## config.mk

```make
export PLATFORM = sky130hd
export DESIGN_NAME = uart_tx_fifo
export DESIGN_NICKNAME = d
export VERILOG_FILES = /design/src/rtl/uart_tx_fifo.sv
export SDC_FILE = /design/constraint.sdc
export NUM_CORES = 1
export LEC_CHECK = 0
export CAP_MARGIN = 10
export CORE_MARGIN = 3
export CORE_UTILIZATION = 56
export CTS_BUF_LIST = sky130_fd_sc_hd__clkbuf_4 sky130_fd_sc_hd__clkbuf_8
export CTS_CLUSTER_DIAMETER = 120
export CTS_CLUSTER_SIZE = 24
export DETAILED_ROUTE_END_ITERATION = 10
export HOLD_SLACK_MARGIN = 0.03
export PLACE_DENSITY = 0.86
export SLEW_MARGIN = 20
export SYNTH_ARGS = -nofsm -noshare
export SYNTH_HDL_FRONTEND = slang
export SYNTH_SLANG_ARGS = --single-unit
```

## constraint.sdc

```tcl
create_clock -name i_clk -period 2.65 [get_ports i_clk]
set_clock_uncertainty 0.2 [all_clocks]
set_input_delay 0.53 -clock i_clk [delete_from_list [all_inputs] [get_ports i_clk]]
set_output_delay 0.53 -clock i_clk [all_outputs]
set_load 0.01 [all_outputs]
```

## src/rtl/uart_tx_fifo.sv

```systemverilog
// Byte FIFO feeding the UART driver's transmit interface: a write strobe fills it, a
// valid/ready handshake drains it, and fill level plus a sticky overflow flag are reported.
module uart_tx_fifo #(
    parameter int P_DATA_WIDTH = 8,
    parameter int P_ADDR_WIDTH = 4
) (
    input  logic                    i_clk,
    input  logic                    i_rst,
    input  logic [P_DATA_WIDTH-1:0] i_wr_data,
    input  logic                    i_wr_en,
    input  logic                    i_flush,
    output logic                    o_full,
    output logic                    o_empty,
    output logic [P_ADDR_WIDTH:0]   o_count,
    output logic                    o_overflow,
    output logic [P_DATA_WIDTH-1:0] o_tx_data,
    output logic                    o_tx_valid,
    input  logic                    i_tx_ready
);

    localparam int DEPTH = 1 << P_ADDR_WIDTH;
    localparam logic [P_ADDR_WIDTH:0] FULL_COUNT = (P_ADDR_WIDTH + 1)'(DEPTH);

    logic [P_DATA_WIDTH-1:0] mem [DEPTH];
    logic [P_ADDR_WIDTH-1:0] wr_ptr;
    logic [P_ADDR_WIDTH-1:0] rd_ptr;
    logic [P_ADDR_WIDTH:0]   count;
    logic                    overflow;

    logic full;
    logic empty;
    logic wr_accept;
    logic wr_reject;
    logic pop;

    // Handshake: a byte moves to the driver on every rising edge where o_tx_valid and
    // i_tx_ready are both high. o_tx_valid depends only on stored state, so it never
    // waits for i_tx_ready, and the head byte cannot change or vanish until it is
    // popped (flush and reset excepted).
    assign full      = (count == FULL_COUNT);
    assign empty     = (count == '0);
    assign pop       = !empty && i_tx_ready;
    assign wr_accept = i_wr_en && !full;
    // Fullness is judged before any same-cycle pop, so a write into a full FIFO is
    // rejected even while a byte is leaving.
    assign wr_reject = i_wr_en && full;

    always_ff @(posedge i_clk) begin
        if (i_rst || i_flush) begin
            wr_ptr   <= '0;
            rd_ptr   <= '0;
            count    <= '0;
            overflow <= 1'b0;
        end else begin
            if (wr_accept) begin
                wr_ptr <= wr_ptr + 1'b1;
            end
            if (pop) begin
                rd_ptr <= rd_ptr + 1'b1;
            end
            if (wr_accept && !pop) begin
                count <= count + 1'b1;
            end else if (pop && !wr_accept) begin
                count <= count - 1'b1;
            end
            if (wr_reject) begin
                overflow <= 1'b1;
            end
        end
    end

    // Storage needs no reset; stale words are never visible because valid tracks count.
    always_ff @(posedge i_clk) begin
        if (wr_accept && !i_rst && !i_flush) begin
            mem[wr_ptr] <= i_wr_data;
        end
    end

    assign o_full     = full;
    assign o_empty    = empty;
    assign o_count    = count;
    assign o_overflow = overflow;
    assign o_tx_valid = !empty;
    assign o_tx_data  = mem[rd_ptr];

endmodule

```

==> results.md, run 1 <==
* Die ar. at 11600 µm²
* Max stage delay on crit path at 0.50 ns
* Sequential area share after synthesis at 0.728
* Final setup fails at 8
* Bufs on Longest Clock Path at 2
* Power per Cell Area at 751 nW/µm²
* Starting density of the core at 0.582
* CP max FO at 8
* Synth warn at 0
* Layout cell share with drive strength beyond 1 at 0.380
* Overflow after GRT at 0
* WL final at 11600 µm
* DRC violations left at 0
* Worst vdd ir at 0.000482 V
* Gpl congestion at 0.755
* Total core area at 9910 µm²
* Final Hold Fails at 0
* Yosys cell types at 37
* Cell with the most instances after synthesis: edfxtp_1
* Area grow syn2layout at 25.0%
* Clock latency on the worst-skew pair at 0.43 ns
* Post-synth EDFFs at 128
* CP arrival at 2.05 ns
* Row Count at 36
* DR pass1 iterations at 5
* CP max stage cell: mux4_2
* Fillers at 586
* Worst setup SP type: register
* Tmin final at 2.78 ns
* Top cell type's share of synthesized area at 0.666
* Initial DRC Count at 252
* Prevailing post-synth register cell: edfxtp_1
* Max-slew headroom at 0.396
* PnR worst setup slack at -0.131 ns
* Max-Cap Viols at 0
* TritonCTS clock tree: done
* CTS Root Cell: clkbuf_8
* Nature of the critical path endpoint: output pin
* TritonCTS sink count at 146
* DP Area at 6500 µm²
* Max Transition Viols Final at 0
* Setup_tns at -0.766 ns
* FFs w/ async S/R, synth at 0
* Syn Inst Count at 312
* WS Path Type: reg2out
* Net count after synthesis at 335
* Crit share post-route at 1.05
* Pin count of the biggest net entering global routing at 33
* Synth top area cells: edfxtp_1 67%, mux4_2 12%, dfxtp_1 6.2%
* Initial antenna violation count at 0
* First-pass GRT wire length at 18100 µm
* Unrepaired setup endpoints after global routing: true
* Die Y at 108 µm
* GR Util All Layers at 0.218
* Dominant cell type by area after synthesis: edfxtp_1
* Crit-path cells: buf_12, buf_6, mux4_2, a22oi_2, nand2_1, buf_2
* CP required at 1.92 ns
* Status: finished with violations
* Worst min-delay path class: reg2reg
* Port Buffers at 29
* I/O Pins at 30
* Worst hold margin at 0.301 ns
* Wire length per cell at 21.3 µm
* Final instance area at 7220 µm²
* Num CTS Buffers at 17
* Vias in the first global route at 3322
* Die Wd at 108 µm
* FF+latch count, synth at 146
* LEAKAGE at 2.44 nW
* Antenna diode instance count at 0
* Syn Std Cell Area at 5770 µm²
* Commonest cells in the netlist: 128 x edfxtp_1, 35 x nor2_1, 32 x mux4_2
* Hold_buf cts at 0
* Avg Cell Area, Syn at 18.5 µm²
* Failing checks: negative setup slack
* Least-Margin Pin Slew at 0.902 ns
* H-tree levels at 4
* DR vias/cell at 5.83
* Nets at 420
* Reg clk slew, reported paths at 0.08 ns
* Via count at 3166
* Post-DRT Antenna Nets at 0
* Final HPWL DP at 7580 µm
* Fmax at 360 MHz
-- state kept, by name (all words and copies together) (netlist names), named ones only --
signal / flops
o_overflow: 1
o_count: 5
rd_ptr: 4
mem: 128
wr_ptr: 4
-- power by group --
group | switching [mW] | internal [mW] | total [mW]
registers | 0.0452 | 2.53 | 2.58
logic | 0.434 | 0.513 | 0.947
clock network | 0.845 | 1.05 | 1.89
total | 1.32 | 4.09 | 5.42
-- final cells by class --
type | count | area, µm² | share of cell area
inverter | 5 | 21.3 | 0.00295
tap | 133 | 166 | 0.0231
sequential | 146 | 4220 | 0.584
clock buffer | 18 | 241 | 0.0335
timing repair buffer | 79 | 733 | 0.102
clock inverter | 14 | 204 | 0.0283
multi-input combinational | 148 | 1630 | 0.226
-- per-stage QoR --
stage | util | std cells | power, mW | setup slack, ns
floorplan | - | 312 | 3.10 | 0.00388
global placement | 0.656 | 494 | 3.41 | -0.0547
detailed placement | 0.656 | 494 | 3.45 | -0.127
CTS | 0.719 | 536 | 5.41 | -0.142
global route | 0.728 | 543 | 5.64 | -0.227
finish | 0.728 | 543 | 5.42 | -0.131
-- final timing paths --
kind	from	endpoint	slack, ns	depth (start not counted)
worst max-delay path	register	o_tx_data[2]	-0.13	6
worst min-delay path	o_overflow$_SDFFE_PP0P_	o_overflow$_SDFFE_PP0P_	0.30	2
worst max register to register	o_count[1]$_SDFFE_PP0P_	o_count[4]$_SDFFE_PP0P_	0.05	9
worst min register to register	o_overflow$_SDFFE_PP0P_	o_overflow$_SDFFE_PP0P_	0.30	2
-- routing by layer --
metal,track usage,part of all wire,vias to the layer above
met4,0.0685,0.010,0
met3,0.0600,0.058,12
met1,0.271,0.40,1629
met2,0.374,0.54,99
li1,-,-,1426
met5,0,0,-
-- logic make-up after synthesis --
group | share of synthesized area
DFF | 0.728
muxes | 0.130
AOI/OAI and AO/OA | 0.0442
adders and majority gates | 0.0230
and+or+nand+nor | 0.0503
buffers and inverters | 0.0134
xor gates and xnor gates | 0.0106
-- timing repair --
item / in CTS / in global routing
resized for setup: 58 / 8
pin swaps: 15 / 6
gates cloned: 2 / 0
endpoints found under the setup margin: 11 / 11
buffers inserted: 8 / 7
-- worst max-delay path: cells and delay by family (launching register included) --
kind / cells / cell delay [ns]
mux: 1 / 0.50
flops: 1 / 0.41
buf+inv: 3 / 0.38
compound gates: 1 / 0.21
simple gates: 1 / 0.10
-- cells in the final DEF, fill, tap and decap left out, types with 5 or more instances in the layout --
cell type / n
buf_4: 41
buf_2: 8
dfxtp_1: 15
mux4_2: 32
nor2_1: 35
clkdlybuf4s50_1: 18
nand2_1: 13
xor2_1: 5
edfxtp_1: 128
a22oi_2: 13
ha_1: 5
clkbuf_8: 17
Note: power is estimated with default switching activity, not from simulation.
==> inputs of run 2 (changes only) <==
ABC_AREA = 1   (was default)
CTS_CLUSTER_SIZE = 40   (was 24)
==> results.md, run 2 <==
* Net count after synthesis at 686 (+100%)
* Cell with the most instances after synthesis: nand2_1
* First-pass GRT wire length at 23400 µm (+30%)
* Num CTS Buffers at 17 (unchanged)
* Initial DRC Count at 664 (+160%)
* GR Util All Layers at 0.240 (+0.0220)
* Post-DRT Antenna Nets at 0 (unchanged)
* Area grow syn2layout at 17.1%
* Die ar. at 13000 µm² (+13%)
* Synth warn at 0 (unchanged)
* Least-Margin Pin Slew at 0.765 ns (-0.137 ns)
* TritonCTS clock tree: done
* Final Hold Fails at 0 (unchanged)
* Unrepaired setup endpoints after global routing: true
* Tmin final at 2.66 ns (-0.120 ns)
* PnR worst setup slack at -0.0110 ns (+0.120 ns)
* Max layer used: met4
* Worst min-delay path class: reg2reg
* CP max FO at 14 (+6)
* Met2 Wirelength at 7700 µm (+24%)
* Worst setup SP type: register
* LEAKAGE at 3.32 nW (+36%)
* DR pass1 iterations at 6 (+1)
* Row Count at 38 (+5.6%)
* Post-synth EDFFs at 128 (unchanged)
* Max reg flops at 128 (unchanged)
* DR vias/cell at 5.61 (-3.7%)
* Max Transition Viols Final at 0 (unchanged)
* Final core occ at 0.688 (-0.0398)
* Worst min-delay path endpoint: o_overflow$_SDFFE_PP0P_
* Die Y at 114 µm (+6.1%)
* Commonest cells in the netlist: 189 x nand2_1, 128 x edfxtp_1, 114 x inv_1
* Fillers at 737 (+26%)
* Starting density of the core at 0.588 (+0.00538)
* Reg2reg path depth at 12 (+3)
* Synth top area cells: edfxtp_1 59%, nand2_1 11%, nand3_1 8.1%
* Pin count of the biggest net entering global routing at 33 (unchanged)
* H-tree levels at 4 (unchanged)
* Met1 WL at 5890 µm (+28%)
* Initial antenna violation count at 0 (unchanged)
* Die Wd at 114 µm (+6.1%)
* Crit share post-route at 1.00 (-0.0453)
* Via count at 4939 (+56%)
* Sequential area share after synthesis at 0.643 (-0.0856)
* I/O Pins at 30 (unchanged)
* Layout cell share with drive strength beyond 1 at 0.145 (-0.236)
* RR Endpoint: o_count[4]$_SDFFE_PP0P_
* FFs w/ async S/R, synth at 0 (unchanged)
* Max-Cap Viols at 0 (unchanged)
* Top cell type's share of synthesized area at 0.588 (-0.0782)
* Post-route insts no fill at 880 (+62%)
* Clock latency on the worst-skew pair at 0.45 ns (+0.02 ns)
* Final setup fails at 1 (-7)
* Nature of the critical path endpoint: output pin
* Reg clk slew, reported paths at 0.07 ns (about the same)
* Most frequent cells in the layout: 187 x nand2_1, 128 x edfxtp_1, 113 x inv_1
* Syn Inst Count at 663 (+110%)
* Nets at 750 (+79%)
* Yosys cell types at 23 (-38%)
* CP arrival at 1.93 ns (-0.12 ns)
* FF+latch count, synth at 146 (unchanged)
* Final instance area at 7660 µm² (+6.1%)
* Antenna diode instance count at 0 (unchanged)
* Critical hold path startpoint: o_overflow$_SDFFE_PP0P_
* Failing checks: negative setup slack
* Syn Std Cell Area at 6540 µm² (+13%)
* Bufs on Longest Clock Path at 2 (unchanged)
* DRC violations left at 0 (unchanged)
* Status: finished with violations
* Total core area at 11100 µm² (+12%)
* WS Path Type: reg2out
* Most common cell after layout, fill and taps aside: nand2_1
* Power per Cell Area at 652 nW/µm² (-13%)
* Most flop-heavy register: mem
* Max-slew headroom at 0.488 (+0.0919)
* Avg Cell Area, Syn at 9.86 µm² (-47%)
* Worst Hold Path Cells at 2 (unchanged)
* Worst vdd ir at 0.000458 V (-5.0%)
* Port Buffers at 29 (unchanged)
* Wire length per cell at 17.8 µm (-17%)
* R2r setup slk at 0.16 ns (+0.11 ns)
* Final HPWL DP at 9200 µm (+21%)
* Fmax at 376 MHz (+4.5%)
* Overflow after GRT at 0 (unchanged)
* WL final at 15700 µm (+35%)
* WL met3 at 1470 µm (+120%)
* DP Cell Count at 840 (+70%)
* Vias in the first global route at 4754 (+43%)
* CP required at 1.92 ns (about the same)
* Dominant cell type by area after synthesis: edfxtp_1
* Setup_tns at -0.0110 ns (+0.755 ns)
* DP Area at 7120 µm² (+9.4%)
* Prevailing post-synth register cell: edfxtp_1
* Reg2reg start: o_count[1]$_SDFFE_PP0P_
* CTS Root Cell: clkbuf_8
* TritonCTS sink count at 146 (unchanged)
* Gpl congestion at 0.842 (+12%)
* Worst hold margin at 0.292 ns (-0.00841 ns)
==> run 2: cell type report <==
class | count | area, µm² | area share
Sequential cell | 146 | 4210 | 0.550
Multi-Input combinational cell | 374 | 1780 | 0.232
Tap cell | 140 | 175 | 0.0229
Clock inverter | 14 | 121 | 0.0158
Clock buffer | 18 | 241 | 0.0315
Timing Repair Buffer | 70 | 672 | 0.0877
Inverter | 118 | 464 | 0.0606
==> run 2: timing repair <==
action	4_1_cts	5_1_grt
pin swaps	0	4
buffers inserted	1	5
setup endpoints to repair	8	11
cloned	2	0
endpoints found under the hold margin	0	0
hold buffers	0	0
resized for setup	22	37
==> run 2: power breakdown <==
group	internal [mW]	switching [mW]	leakage, nW
Combinational	0.326	0.466	1.84
Clock	0.820	0.814	0.179
Sequential	2.53	0.0403	1.30
==> run 2: worst max-delay path by stage <==
| stage | startpoint | endpoint | slack, ns | depth (start not counted) |
|---|---|---|---|---|
| 3_5_place_dp | i_wr_en | o_count[4]$_SDFFE_PP0P_ | -0.09 | 11 |
| 5_1_grt | register | o_tx_data[5] | -0.07 | 8 |
| 3_3_place_gp | i_wr_en | o_count[3]$_SDFFE_PP0P_ | 0.02 | 11 |
| 2_1_floorplan | o_count[1]$_SDFFE_PP0P_ | o_count[3]$_SDFFE_PP0P_ | 0.31 | 12 |
| 6_report | register | o_tx_data[5] | -0.01 | 8 |
| 4_1_cts | register | o_tx_data[7] | 0.001 | 8 |
==> run 2: cells by family (layout without fill, tap and decap cells) <==
group	after synthesis	count (layout)	share of synthesized area
buf+inv	143	220	0.0949
simple gates	346	346	0.227
compound gates	15	15	0.0115
fa+ha+maj	10	10	0.0203
flops	146	146	0.643
xor+xnor	3	3	0.00402
==> run 2: critical path, cell delays in order, from the launching register on <==
cell	delay (ns)
dfxtp_4	0.43
clkinv_8	0.10
bufbuf_16	0.29
nand2_1	0.06
nand3_1	0.09
nand3_1	0.14
nand3_1	0.10
nand2_1	0.11
buf_2	0.14
==> run 2: layer usage <==
metal,up-vias,global-route usage
met5,-,0
met4,0,0.115
met3,61,0.0613
met2,303,0.396
met1,2319,0.297
li1,2256,-
==> run 2: per-stage QoR <==
stage                     setup WS, ns  total power [mW]
after floorplan                  0.311              3.06
after global placement          0.0215              3.31
after detailed placement       -0.0934              3.35
after CTS                      0.00140              4.95
after global routing           -0.0672              5.17
final                          -0.0110              4.99
==> inputs of run 3 (changes only) <==
SKIP_CTS_REPAIR_TIMING = 1   (was default)
SKIP_LAST_GASP = 1   (was default)
==> results.md, run 3 (synthesis results as in run 2) <==
* Status: finished with violations
* Failing checks: negative setup slack
* TritonCTS sink count at 146 (unchanged)
* Worst min-delay path class: reg2reg
* Die Wd at 114 µm (unchanged)
* Initial antenna violation count at 0 (unchanged)
* Port Buffers at 29 (unchanged)
* Most common cell after layout, fill and taps aside: nand2_1
* Die ar. at 13000 µm² (unchanged)
* Post-route insts no fill at 874 (-0.68%)
* I/O Pins at 30 (unchanged)
* WS Path Type: reg2out
* Power consumption at 4.96 mW (-0.59%)
* Overflow after GRT at 0 (unchanged)
* Nets at 744 (-0.80%)
* Multi-input gate area at 1720 µm² (-3.1%)
* Reg clk slew, reported paths at 0.07 ns (about the same)
* Final HPWL DP at 9200 µm (unchanged)
* Nature of the critical path endpoint: output pin
* Combinational power share at 0.157 (-0.002)
* Pin count of the biggest net entering global routing at 33 (unchanged)
* Final setup fails at 2 (+1)
* GR Util All Layers at 0.228 (-0.0124)
* TritonCTS clock tree: done
* Final Hold Fails at 0 (unchanged)
* Max stage delay on crit path at 0.54 ns (+0.11 ns)
* Cell mode on critical path: nand3_1
* Fmax at 346 MHz (-7.9%)
* Clock share of power at 0.326 (about the same)
* Initial DRC Count at 625 (-5.9%)
* Fillers at 756 (+2.6%)
* PnR worst setup slack at -0.240 ns (-0.229 ns)
* Setup_tns at -0.467 ns (-0.456 ns)
* Via count at 4698 (-4.9%)
* CP arrival at 2.16 ns (+0.23 ns)
* Sw frac at 0.259 (-0.00525)
* Bufs on Longest Clock Path at 2 (unchanged)
* Worst vdd ir at 0.000458 V (about the same)
* Vias in the first global route at 4657 (-2.0%)
* Max reg flops at 128 (unchanged)
* Layout cell share with drive strength beyond 1 at 0.109 (-0.0356)
* Least-Margin Pin Slew at 0.727 ns (-0.0379 ns)
* Max Transition Viols Final at 0 (unchanged)
* Area grow syn2layout at 16.1%
* DR pass1 iterations at 7 (+1)
* Num CTS Buffers at 17 (unchanged)
* Max-Cap Viols at 0 (unchanged)
* Max-slew headroom at 0.514 (+0.0254)
* Tmin final at 2.89 ns (+0.229 ns)
* Antenna diode instance count at 0 (unchanged)
* CP max stage cell: clkdlybuf4s50_1
* Flop pwr share at 0.517 (+0.003)
* Worst hold margin at 0.292 ns (-0.000311 ns)
* WL final at 14800 µm (-5.6%)
* DP Cell Count at 840 (unchanged)
* Crit-path cells: inv_8, buf_12, nand2_1, nand3_1, nand3_1, nand3_1, nand2_1, clkdlybuf4s50_1
* H-tree levels at 4 (unchanged)
* CP max FO at 15 (+1)
* Clock latency on the worst-skew pair at 0.44 ns (about the same)
* Row Count at 38 (unchanged)
* Most frequent cells in the layout: 189 x nand2_1, 128 x edfxtp_1, 114 x inv_1
* First-pass GRT wire length at 22400 µm (-4.3%)
* Gpl congestion at 0.842 (unchanged)
* Worst setup SP type: register
* CP required at 1.92 ns (about the same)
* Wire length per cell at 16.9 µm (-4.9%)
* Starting density of the core at 0.588 (unchanged)
* CTS Root Cell: clkbuf_8
* Total core area at 11100 µm² (unchanged)
* DRC violations left at 0 (unchanged)
* Register area at 4210 µm² (unchanged)
* Crit share post-route at 1.09 (+0.0866)
* Most flop-heavy register: mem
* Unrepaired setup endpoints after global routing: true
* NetSw at 1.29 mW (-2.6%)
* Internal Power at 3.68 mW (+0.12%)
* DR vias/cell at 5.38 (-4.2%)
* Die Y at 114 µm (unchanged)
* Power per Cell Area at 654 nW/µm² (+0.28%)
* LEAKAGE at 3.32 nW (about the same)
* Post-DRT Antenna Nets at 0 (unchanged)
run 3: changes by cell type in the layout (fill, tap and decap cells not counted), moves of 3 or more:
| cell | before | now |
|---|---|---|
| buf_4 | 31 | 25 |
| dlymetal6s2s_1 | 0 | 6 |
| nand3_1 | 96 | 106 |
| nand3_2 | 11 | 1 |
| buf_2 | 5 | 0 |
| clkbuf_2 | 3 | 0 |
run 3: stage by stage:
| step | setup slack (ns) | instance area [µm²] | util |
|---|---|---|---|
| 3_3_place_gp | 0.0215 | 7120 | 0.640 |
| 6_report | -0.240 | 7590 | 0.682 |
| 4_1_cts | -0.321 | 7480 | 0.672 |
| 2_1_floorplan | 0.311 | 6540 | - |
| 5_1_grt | -0.361 | 7590 | 0.682 |
| 3_5_place_dp | -0.0934 | 7120 | 0.640 |
run 3: layout make-up:
type,count,share of cell area
multi-input combinational,374,0.227
timing repair buffer,64,0.0885
tap,140,0.0231
clock buffer,18,0.0318
clock inverter,14,0.0160
inverter,118,0.0597
sequential,146,0.554
run 3: critical path: cells and delay by family (launching register included):
| kind | cells | cell delay, ns |
|---|---|---|
| flip-flops | 1 | 0.43 |
| AND/OR/NAND/NOR | 5 | 0.50 |
| buffers and inverters | 3 | 0.77 |
run 3: worst paths after layout:
path,depth (start not counted),end,slack [ns],start
worst max-delay path,8,o_tx_data[6],-0.24,register
worst min-delay path,2,o_overflow$_SDFFE_PP0P_,0.29,o_overflow$_SDFFE_PP0P_
worst max register to register,12,o_count[4]$_SDFFE_PP0P_,0.15,o_count[1]$_SDFFE_PP0P_
worst min register to register,2,o_overflow$_SDFFE_PP0P_,0.29,o_overflow$_SDFFE_PP0P_
run 3: power by group through the flow:
| stage | registers, mW | clock network [mW] | logic (mW) |
|---|---|---|---|
| after floorplan | 2.61 | 0 | 0.451 |
| after global placement | 2.61 | 0 | 0.703 |
| after detailed placement | 2.61 | 0 | 0.739 |
| after CTS | 2.56 | 1.62 | 0.745 |
| after global routing | 2.57 | 1.73 | 0.855 |
| final | 2.57 | 1.62 | 0.779 |
run 3: layer usage:
| layer | up-vias | track usage | routed length, µm |
|---|---|---|---|
| met5 | - | 0 | 0 |
| met4 | 0 | 0.116 | 395 |
| met3 | 31 | 0.0634 | 1100 |
| met2 | 206 | 0.372 | 7420 |
| met1 | 2221 | 0.278 | 5860 |
| li1 | 2240 | - | - |
